**src/rtl/ahb_arb_2m.sv**
```systemverilog
// ahb_arb_2m: two-master AHB arbiter in front of a single sys_0 bus.
// Each master gets a one-entry pending buffer, so a master can always finish
// its address phase even when it does not own the bus. Ownership changes only
// at burst boundaries, and the current owner's transfers pass straight through.
// Optional feature macro: AHB_ARB_RR_EN selects round-robin tie-break.
// Without it, ties use fixed priority and M0 wins.
module ahb_arb_2m #(
    parameter int AW = 32,
    parameter int DW = 64
) (
    input  logic          HCLK,
    input  logic          HRESET,
    input  logic [AW-1:0] M0_HADDR,
    input  logic [AW-1:0] M1_HADDR,
    input  logic [1:0]    M0_HTRANS,
    input  logic [1:0]    M1_HTRANS,
    input  logic          M0_HWRITE,
    input  logic          M1_HWRITE,
    input  logic [2:0]    M0_HSIZE,
    input  logic [2:0]    M1_HSIZE,
    input  logic [DW-1:0] M0_HWDATA,
    input  logic [DW-1:0] M1_HWDATA,
    output logic          M0_HREADY,
    output logic          M1_HREADY,
    output logic [DW-1:0] M0_HRDATA,
    output logic [DW-1:0] M1_HRDATA,
    output logic [AW-1:0] HADDR,
    output logic [1:0]    HTRANS,
    output logic          HWRITE,
    output logic [2:0]    HSIZE,
    output logic [DW-1:0] HWDATA,
    input  logic          HREADY,
    input  logic [DW-1:0] HRDATA,
    output logic          GRANT
);

    localparam logic [1:0] TR_IDLE   = 2'b00;
    localparam logic [1:0] TR_NONSEQ = 2'b10;

    // Master inputs gathered into arrays indexed by master number.
    logic [AW-1:0] maddr  [2];
    logic [1:0]    mtrans [2];
    logic          mwrite [2];
    logic [2:0]    msize  [2];

    assign maddr[0]  = M0_HADDR;
    assign maddr[1]  = M1_HADDR;
    assign mtrans[0] = M0_HTRANS;
    assign mtrans[1] = M1_HTRANS;
    assign mwrite[0] = M0_HWRITE;
    assign mwrite[1] = M1_HWRITE;
    assign msize[0]  = M0_HSIZE;
    assign msize[1]  = M1_HSIZE;

    // Control state.
    logic       aowner_q, aowner_d;
    logic       downer_q, downer_d;
    logic       dvalid_q, dvalid_d;
    logic [1:0] pv_q, pv_d;
`ifdef AHB_ARB_RR_EN
    logic       rr_q, rr_d;
`endif

    // Pending buffer payload. It is qualified by pv_q and is never reset.
    logic [AW-1:0] paddr_q  [2];
    logic [1:0]    ptrans_q [2];
    logic          pwrite_q [2];
    logic [2:0]    psize_q  [2];

    // Effective request of each master: the pending buffer wins over live inputs.
    logic [AW-1:0] eaddr  [2];
    logic [1:0]    etrans [2];
    logic          ewrite [2];
    logic [2:0]    esize  [2];
    logic [1:0]    ereq;
    logic [1:0]    mhready;
    logic [1:0]    lat;
    logic [1:0]    clr;
    logic [1:0]    own_oh;
    logic          arb_pt;
    logic          tie_win;
    logic          win;
    logic          own;

    // A master is stalled by the slave only in its own data phase.
    // It is also held off while its buffered transfer waits to issue.
    assign mhready[0] = (dvalid_q && !downer_q) ? HREADY : !pv_q[0];
    assign mhready[1] = (dvalid_q &&  downer_q) ? HREADY : !pv_q[1];

    // Select buffered or live address/control per master.
    always_comb begin
        for (int i = 0; i < 2; i++) begin
            eaddr[i]  = pv_q[i] ? paddr_q[i]  : maddr[i];
            etrans[i] = pv_q[i] ? ptrans_q[i] : mtrans[i];
            ewrite[i] = pv_q[i] ? pwrite_q[i] : mwrite[i];
            esize[i]  = pv_q[i] ? psize_q[i]  : msize[i];
            ereq[i]   = pv_q[i] | mtrans[i][1];
        end
    end

    // Arbitrate at burst boundaries of the owner.
    // When no master requests, ownership stays parked on the last owner.
    always_comb begin
        arb_pt = HREADY && ((etrans[aowner_q] == TR_IDLE) || (etrans[aowner_q] == TR_NONSEQ));
`ifdef AHB_ARB_RR_EN
        tie_win = rr_q;
`else
        tie_win = 1'b0;
`endif
        win = aowner_q;
        if (ereq[0] && ereq[1]) begin
            win = tie_win;
        end else if (ereq[1]) begin
            win = 1'b1;
        end else if (ereq[0]) begin
            win = 1'b0;
        end
        own    = arb_pt ? win : aowner_q;
        own_oh = {own, !own};
    end

    // Buffer a transfer the master believes was accepted but the bus did not take.
    // The buffer is freed once its address phase completes on the bus.
    always_comb begin
        for (int i = 0; i < 2; i++) begin
            lat[i]  = mtrans[i][1] && mhready[i] && !pv_q[i] && (!own_oh[i] || !HREADY);
            clr[i]  = pv_q[i] && own_oh[i] && HREADY;
            pv_d[i] = lat[i] | (pv_q[i] & ~clr[i]);
        end
    end

    // Owner and data-phase tracking advance only when the bus accepts a phase.
    always_comb begin
        aowner_d = aowner_q;
        downer_d = downer_q;
        dvalid_d = dvalid_q;
        if (HREADY) begin
            aowner_d = own;
            downer_d = own;
            dvalid_d = HTRANS[1];
        end
    end

`ifdef AHB_ARB_RR_EN
    // The master that is not granted gets preference at the next tie.
    always_comb begin
        rr_d = rr_q;
        if (arb_pt && (ereq != 2'b00)) begin
            rr_d = !own;
        end
    end
`endif

    // Control registers. Reset discards every in-flight transfer.
    always_ff @(posedge HCLK or posedge HRESET) begin
        if (HRESET) begin
            aowner_q <= 1'b0;
            downer_q <= 1'b0;
            dvalid_q <= 1'b0;
            pv_q     <= 2'b00;
`ifdef AHB_ARB_RR_EN
            rr_q     <= 1'b0;
`endif
        end else begin
            aowner_q <= aowner_d;
            downer_q <= downer_d;
            dvalid_q <= dvalid_d;
            pv_q     <= pv_d;
`ifdef AHB_ARB_RR_EN
            rr_q     <= rr_d;
`endif
        end
    end

    // Capture the address/control of a master whose transfer is being buffered.
    always_ff @(posedge HCLK) begin
        for (int i = 0; i < 2; i++) begin
            if (lat[i]) begin
                paddr_q[i]  <= maddr[i];
                ptrans_q[i] <= mtrans[i];
                pwrite_q[i] <= mwrite[i];
                psize_q[i]  <= msize[i];
            end
        end
    end

    assign HADDR     = eaddr[own];
    assign HTRANS    = etrans[own];
    assign HWRITE    = ewrite[own];
    assign HSIZE     = esize[own];
    assign HWDATA    = downer_q ? M1_HWDATA : M0_HWDATA;
    assign GRANT     = own;
    assign M0_HREADY = mhready[0];
    assign M1_HREADY = mhready[1];
    assign M0_HRDATA = HRDATA;
    assign M1_HRDATA = HRDATA;

endmodule

```
**config.mk**
```make
export PLATFORM = sky130hd
export DESIGN_NAME = ahb_arb_2m
export DESIGN_NICKNAME = d
export VERILOG_FILES = /design/src/rtl/ahb_arb_2m.sv
export SDC_FILE = /design/constraint.sdc
export NUM_CORES = 1
export LEC_CHECK = 0
export ABC_AREA = 1
export CORE_AREA = 2 2 197 199
export DETAILED_ROUTE_END_ITERATION = 6
export DIE_AREA = 0 0 199 201
export PLACE_DENSITY_LB_ADDON = 0.08
export SYNTH_ARGS = -nofsm -noshare
export SYNTH_HDL_FRONTEND = slang
export SYNTH_SLANG_ARGS = --single-unit
```
**constraint.sdc**
```tcl
create_clock -name HCLK -period 5.11 [get_ports HCLK]
set_input_delay 0.7665 -clock HCLK [delete_from_list [all_inputs] [get_ports HCLK]]
set_output_delay 0.7665 -clock HCLK [all_outputs]
set_load 0.05 [all_outputs]
```
* After elaboration in Yosys (flattened, before gate mapping)
Memories as Yosys holds them, arrays and structs flattened.
Index checks and enable logic that the tools add are counted.
W data, S select, Z words.
** Word-level totals
- Output and inout port bits :: 233
- Memories :: 4
- Logic and storage cells :: 77
- Memory bits (writable) :: 76
- Register bits :: 4
- Input port bits :: 271
** Memory list
- paddr_q :: words 2, width 32, rd ports 2, clocked after memory_dff 0, write ports 2, RTL line 65 : logic [AW-1:0] paddr_q [2];
- psize_q :: words 2, width 3, rd ports 2, clocked after memory_dff 0, write ports 2, RTL line 68 : logic [2:0] psize_q [2];
- ptrans_q :: words 2, width 2, rd ports 2, clocked after memory_dff 0, write ports 2, RTL line 66 : logic [1:0] ptrans_q [2];
- pwrite_q :: words 2, width 1, rd ports 2, clocked after memory_dff 0, write ports 2, RTL line 67 : logic pwrite_q [2];
** Cells by class
- Reduce and logical (&&, ||, !) cells :: 23
- Equal/unequal tests :: 1
- Bitwise operators :: 10
- $lt $le $gt $ge :: 2
- Muxes and demuxes :: 34
** Operators by type and width (number)
- $mux W32 :: 5
- $mux W64 :: 1
- $mux W2 :: 8
- $mux W1 :: 15
- $mux W3 :: 5
- $logic_and A1 B1 Y1 :: 14
- $logic_not A1 Y1 :: 5
- $ge A2 B2 Y1 const B :: 2
- $not A1 Y2 :: 2
- $or A1 B1 Y1 :: 4
- $logic_or A1 B1 Y1 :: 3
- $and A1 B1 Y1 :: 2
- $eq A2 B2 Y1 const B :: 1
- $logic_not A2 Y1 :: 1
- $not A1 Y1 :: 2

* Logic depth before layout (Yosys ltp)
Gate-level depths: netlist of the first run.
An unclocked memory read counts as a cell.
- Depth after elaboration :: 15
- Gate-level depth with buffers :: 11
- Depth with buffers taken out :: 9

* Least setup slack after synthesis of the first run
Ideal clock, no wire load.
- Path kind :: input port to flip-flop
- From :: input HREADY
- To :: memory paddr_q[0][0] (enable)
- Arrival :: 3.245 ns
- Path buffers :: 2
- Stages :: 8
- Data required time :: 4.664 ns
- Slack :: 1.419 ns
- Path through :: inv_2 > nor2_1 > nand2_1 > nand2_2 > nand2_2 > buf_6 > buf_6 > a21oi_1
** RTL lines
- start: declaration :: RTL line 32 : input logic HREADY,
- end: declaration :: RTL line 65

* Final worst setup path of the first run
- From :: register downer_q
- To :: output HWDATA[3]
** Between the ends
- Longest elaborated chain between the ends :: 1
** Ends and longest elaborated chain
- start: declaration :: RTL line 57 : logic downer_q, downer_d;
- start signal: assignment :: RTL line 166 : downer_q <= downer_d;
- $mux W64 :: RTL line 191 : assign HWDATA = downer_q ? M1_HWDATA : M0_HWDATA;
- end: declaration :: RTL line 31 : output logic [DW-1:0] HWDATA,
No other way between the ends.

==> results of run 1 <==
-- flip-flops by register name (all words and copies together), names as in the netlist --
| name | cells |
|---|---|
| ptrans_q | 4 |
| pv_q | 2 |
| paddr_q | 64 |
| pwrite_q | 2 |
| downer_q | 1 |
| dvalid_q | 1 |
| psize_q | 6 |
-- power breakdown --
part | internal, mW | switching [mW] | leakage (nW)
Sequential | 0.828 | 0.0599 | 0.746
Clock | 0.320 | 0.277 | 0.124
Combinational | 0.878 | 1.54 | 2.86
Total | 2.03 | 1.88 | 3.73
-- worst max-delay path, cell delays in order (launching register included) --
cell and delay, ps:
sky130_fd_sc_hd__dfrtp_2 400, sky130_fd_sc_hd__inv_2 660, sky130_fd_sc_hd__buf_4 360, sky130_fd_sc_hd__nand2_1 70, sky130_fd_sc_hd__nand2_1 130, sky130_fd_sc_hd__clkdlybuf4s50_1 860
-- worst paths after layout --
| path | start | to | slack (ps) | cells past startpoint |
|---|---|---|---|---|
| setup / recovery | downer_q | HWDATA[3] | 1480 | 5 |
| hold / removal | dvalid_q | dvalid_q | 510 | 2 |
| setup reg to reg | pv_q[0] | paddr_q[0][56] | 2200 | 9 |
| hold reg to reg | dvalid_q | dvalid_q | 510 | 2 |
| max in group asynchronous | HRESET | pv_q[0] | 4320 | 2 |
| min in group asynchronous | HRESET | dvalid_q | 610 | 2 |
-- final cells by class --
| class | instances | area (um^2) |
|---|---|---|
| Fill cell | 4247 | 29400 |
| Tap cell | 518 | 648 |
| Multi-Input combinational cell | 446 | 2000 |
| Clock buffer | 9 | 225 |
| Inverter | 16 | 60.1 |
| Timing Repair Buffer | 319 | 3360 |
| Clock inverter | 5 | 25.0 |
| Sequential cell | 80 | 2390 |
-- routing by layer --
metal	vias up	track usage, %	wire length (um)
met4	12	6.50	1290
li1	2446	-	-
met3	92	5.49	2550
met2	207	20.0	11600
met1	2133	15.4	10900
met5	-	0	72
-- cell usage in the layout (no fill, tap or decap), drive strengths merged --
master | synthesis | routed
o22ai | 1 | 1
a22oi | 1 | 1
clkdlybuf4s50 | 0 | 272
nor2 | 5 | 5
edfxtp | 76 | 76
nand2 | 355 | 355
nand3 | 4 | 4
o21ai | 41 | 41
a21oi | 1 | 1
and2 | 1 | 1
mux2i | 36 | 36
buf | 143 | 47
clkbuf | 20 | 9
o21bai | 1 | 1
clkinv | 0 | 4
inv | 16 | 17
dfrtp | 4 | 4
-- stage by stage --
step | cell area [um^2] | hold slack (ps) | power [mW] | util, %
6_report | 8700 | 508 | 3.91 | 22.8
3_5_place_dp | 8450 | 501 | 3.39 | 22.2
2_1_floorplan | 5560 | 471 | 2.59 | -
3_3_place_gp | 8450 | 501 | 3.41 | 22.2
4_1_cts | 8700 | 512 | 4.03 | 22.8
5_1_grt | 8700 | 536 | 4.14 | 22.8
-- cell families after synthesis --
kind of cell / synth area share (%)
simple gates: 24.9
compound gates: 4.37
flops: 42.9
buf+inv: 21.4
mux: 6.49
==> impl_metrics.env, run 1 <==
export IMPL_syn_avg_cell_area_um2=7.88
export IMPL_final_setup_viol_count=0
export IMPL_relSlewSlack_pct=38.4
export IMPL_setup_repair_after_global_routing_missed_its_margin="false"
export IMPL_synthesis_nets=976
export IMPL_pre_cts_slack_ps=1550
export IMPL_post_synthesis_instance_area_um2=5560
export IMPL_fin_tns_setup_ps=0
export IMPL_area_growth_pct=56.7
export IMPL_cts_max_level=3
export IMPL_cap_viol_max_count=0
export IMPL_synth_area_leader_cell="sky130_fd_sc_hd__edfxtp_1"
export IMPL_power_leakage_nw=3.73
export IMPL_power_per_cell_area_nw_per_um2=449
export IMPL_period_share_pct=71.1
export IMPL_worst_skew_pair_late_latency_ps=350
export IMPL_cts_sinks=80
export IMPL_rows=72
export IMPL_grt_pass1_wl_um=36700
export IMPL_cts_tree="done"
export IMPL_timing_final_crit_period_ps=3630
export IMPL_first_pass_detailed_route_iteration_total=4
export IMPL_synth_top_area_share_pct=41.1
export IMPL_port_buffers=311
export IMPL_synthesis_yosys_warnings=0
export IMPL_sequential_to_total_area_share_from_yosys_stat_pct=42.9
export IMPL_final_cells=1393
export IMPL_cts_resized_gates=0
export IMPL_overflow=0
export IMPL_pin_count_of_the_biggest_net_entering_global_routing=68
export IMPL_report_final_slew_viol_count=0
export IMPL_die_area_um2=40000
export IMPL_total_of_flip_flops_plus_latches_after_synthesis=80
export IMPL_synth_cells=705
export IMPL_initial_core_util_pct=14.6
export IMPL_chipWidth_um=199
export IMPL_max_freq_mhz=275
export IMPL_critical_path_arrival_ps=2870
export IMPL_async_reset_ff_share_pct=5.00
export IMPL_via_count=4890
export IMPL_cp_end_kind="primary output"
export IMPL_pin_count=504
export IMPL_detailedRoute_firstIterationViolations=222
export IMPL_clkTransAtPathRegs_ps=60
export IMPL_post_synthesis_cell_type_count=21
export IMPL_timing_worst_slew_pin_value_ps=923
export IMPL_first_global_vias=5090
export IMPL_hpwl_after_dpl_um=20600
export IMPL_yosys_most_used_dff="sky130_fd_sc_hd__edfxtp_1"
export IMPL_post_synth_main_area_contributors="sky130_fd_sc_hd__edfxtp_1 (41%), sky130_fd_sc_hd__nand2_1 (24%), sky130_fd_sc_hd__buf_4 (17%), sky130_fd_sc_hd__mux2i_1 (6.5%), sky130_fd_sc_hd__o21ai_0 (3.2%)"
export IMPL_grt_usage_pct=13.0
export IMPL_dieHeight_um=201
export IMPL_route_detailed_wl_per_inst_um=19.0
export IMPL_crit_fanout=50
export IMPL_post_route_drc_count=0
export IMPL_drt_vias_per_instance=3.51
export IMPL_cts_root_to_sink_buffers=2
export IMPL_place_inst=1379
export IMPL_antenna_violating_nets_post_route=0
export IMPL_setup_worst_path_class="reg2out"
export IMPL_hp_class="reg2reg"
export IMPL_numCtsBuffers=9
export IMPL_clock_skew_final_ps=5.65
export IMPL_peakVddDrop_mv=0.185
export IMPL_synth_top_cells_by_count="sky130_fd_sc_hd__nand2_1 (353), sky130_fd_sc_hd__buf_4 (129), sky130_fd_sc_hd__edfxtp_1 (76)"
export IMPL_antenna_found_initial=6
export IMPL_cp_required_ps=4340
export IMPL_number_of_failing_hold_endpoints_at_the_final_stage=0
export IMPL_setup_ws_ps=1480
export IMPL_synth_most_common_cell="sky130_fd_sc_hd__nand2_1"
export IMPL_cts_root_buffer_type="sky130_fd_sc_hd__clkbuf_16"
export IMPL_drt_wl_total_um=26400
export IMPL_final_nets=1143
export IMPL_gp_congestion=0.791
export IMPL_synth_edff_count=76
export IMPL_core_area_um2=38100
export IMPL_post_cts_hold_buffer_count=0
export IMPL_post_route_cells_drive_above_1_share_pct=8.23
export IMPL_post_cts_setup_buffer_count=0
export IMPL_insertedDiodeCount=0
export IMPL_result_of_the_run="finished, final reports clean"
export IMPL_worst_setup_path_start_kind="register"
Power figures use the tool's default switching activity.
==> inputs of run 2 (changes only) <==
- clock period: 5.11 -> 3.54 ns (I/O delays scaled with it)
==> impl_metrics.env, run 2 (synthesis results as in run 1) <==
export IMPL_result_of_the_run="finished, final reports clean"
export IMPL_worst_setup_path_start_kind="primary input"
export IMPL_path_cells="clkdlybuf4s50_1 > inv_2 > nor2_1 > nand2_1 > nand2_2 > nand2_2 > buf_12 > o21ai_0 > buf_12"
export IMPL_r2r_cells=10
export IMPL_grt_usage_pct=13.0
export IMPL_number_of_failing_hold_endpoints_at_the_final_stage=0
export IMPL_cts_sinks=80
export IMPL_cts_root_to_sink_buffers=2
export IMPL_setup_worst_path_start="HREADY"
export IMPL_largestRegisters="paddr_q (64), psize_q (6), ptrans_q (4)"
export IMPL_drt_wl_total_um=26300
export IMPL_die_area_um2=40000
export IMPL_worst_skew_pair_late_latency_ps=350
export IMPL_final_cells=1400
export IMPL_cts_max_level=3
export IMPL_rows=72
export IMPL_peakVddDrop_mv=0.305
export IMPL_setup_worst_path_end="HWRITE"
export IMPL_overflow=0
export IMPL_area_growth_pct=62.2
export IMPL_core_area_um2=38100
export IMPL_cp_required_ps=3010
export IMPL_dieHeight_um=201
export IMPL_initial_core_util_pct=14.6
export IMPL_clock_skew_final_ps=7.57
export IMPL_post_cts_setup_buffer_count=0
export IMPL_registers_top_by_ff_count="paddr_q"
export IMPL_max_stage_delay_ps=640
export IMPL_ff_latch_area_um2=2390
export IMPL_critical_path_top_delay_family="buffers and inverters"
export IMPL_timing_final_crit_period_ps=3100
export IMPL_grt_pass1_wl_um=36700
export IMPL_pin_count=504
export IMPL_setup_repair_after_global_routing_missed_its_margin="false"
export IMPL_final_nets=1144
export IMPL_library_cell_contributing_the_largest_single_delay_on_the_critical_path="sky130_fd_sc_hd__clkdlybuf4s50_1"
export IMPL_first_pass_detailed_route_iteration_total=5
export IMPL_hp_class="in2async"
export IMPL_r2r_start="pv_q[0]"
export IMPL_pin_count_of_the_biggest_net_entering_global_routing=75
export IMPL_chipWidth_um=199
export IMPL_power_per_cell_area_nw_per_um2=666
export IMPL_fin_tns_setup_ps=0
export IMPL_route_detailed_wl_per_inst_um=18.8
export IMPL_clkTransAtPathRegs_ps=70
export IMPL_reg2reg_to="paddr_q[0][33]"
export IMPL_reg2reg_setup_slack_ps=1180
export IMPL_cp_end_kind="primary output"
export IMPL_detailedRoute_firstIterationViolations=245
export IMPL_critical_path_arrival_ps=2570
export IMPL_path_depth=9
export IMPL_report_final_slew_viol_count=0
export IMPL_cts_root_buffer_type="sky130_fd_sc_hd__clkbuf_16"
export IMPL_multiInputGateArea_um2=2000
export IMPL_period_share_pct=87.6
export IMPL_power_leakage_nw=3.85
export IMPL_post_cts_hold_buffer_count=0
export IMPL_post_route_cells_drive_above_1_share_pct=9.11
export IMPL_cts_resized_gates=0
export IMPL_via_count=4867
export IMPL_cts_tree="done"
export IMPL_layout_cells_most_common="sky130_fd_sc_hd__nand2_1"
export IMPL_layout_filler_cells=4174
export IMPL_first_global_vias=5119
export IMPL_numCtsBuffers=9
export IMPL_most_common_layout_cells="sky130_fd_sc_hd__nand2_1 (353), sky130_fd_sc_hd__clkdlybuf4s50_1 (269), sky130_fd_sc_hd__edfxtp_1 (76)"
export IMPL_largest_register_ffs=64
export IMPL_crit_fanout=74
export IMPL_max_freq_mhz=323
export IMPL_final_setup_viol_count=0
export IMPL_post_route_drc_count=0
export IMPL_setup_ws_ps=440
export IMPL_drt_vias_per_instance=3.48
export IMPL_cap_viol_max_count=0
export IMPL_hpwl_after_dpl_um=20900
export IMPL_port_buffers=311
export IMPL_path_buf_inv=4
export IMPL_place_inst=1380
export IMPL_pre_cts_slack_ps=489
export IMPL_total_power_mw=6.00
export IMPL_gp_congestion=0.772
export IMPL_setup_worst_path_class="in2out"
export IMPL_antenna_violating_nets_post_route=0
export IMPL_timing_worst_slew_pin_value_ps=699
export IMPL_antenna_found_initial=10
export IMPL_relSlewSlack_pct=53.4
## run 2: cell count changes in the layout (fill, tap and decap cells not counted)
cell                              previous run  this run
sky130_fd_sc_hd__clkbuf_8                    0         2
sky130_fd_sc_hd__buf_4                      24         9
sky130_fd_sc_hd__clkdlybuf4s50_1           272       269
sky130_fd_sc_hd__clkinv_1                    3         0
sky130_fd_sc_hd__clkinvlp_4                  0         1
sky130_fd_sc_hd__diode_2                     0         4
sky130_fd_sc_hd__clkbuf_1                    0         1
sky130_fd_sc_hd__bufinv_16                   0         1
sky130_fd_sc_hd__buf_12                     23        42
## run 2: stage by stage
step / hold slack, ps / util (%) / instance area (um^2)
4_1_cts: 363 / 23.6 / 9000
2_1_floorplan: 297 / - / 5560
3_3_place_gp: 502 / 22.8 / 8690
6_report: 371 / 23.6 / 9010
5_1_grt: 382 / 23.6 / 9000
3_5_place_dp: 515 / 22.8 / 8690
## run 2: power breakdown
part	total (mW)	switching, mW	internal [mW]
sequential	1.26	0.0654	1.19
clock	1.00	0.412	0.588
combinational	3.74	2.30	1.45
total	6.00	2.77	3.23
## run 2: layout make-up
cell class,instances,area share [%]
antenna,4,0.111
sequential,80,26.5
clock buffer,12,2.85
timing repair buffer,320,40.0
inverter,16,0.667
tap,518,7.19
multi-input combinational,446,22.2
clock inverter,4,0.569
## run 2: worst min-delay path by stage
stage	startpoint	to	slack, ps	cells after the start
after floorplan	HRESET	downer_q	300	1
after global placement	dvalid_q	dvalid_q	500	2
after detailed placement	dvalid_q	dvalid_q	520	2
after CTS	HRESET	dvalid_q	360	2
after global routing	HRESET	dvalid_q	380	2
final	HRESET	dvalid_q	370	2
## run 2: per-layer routing
layer	track usage, %	vias up	wire length [um]
met1	15.4	2105	10700
met5	0	-	80
li1	-	2457	-
met2	20.1	209	11800
met4	6.26	12	1230
met3	5.49	84	2550
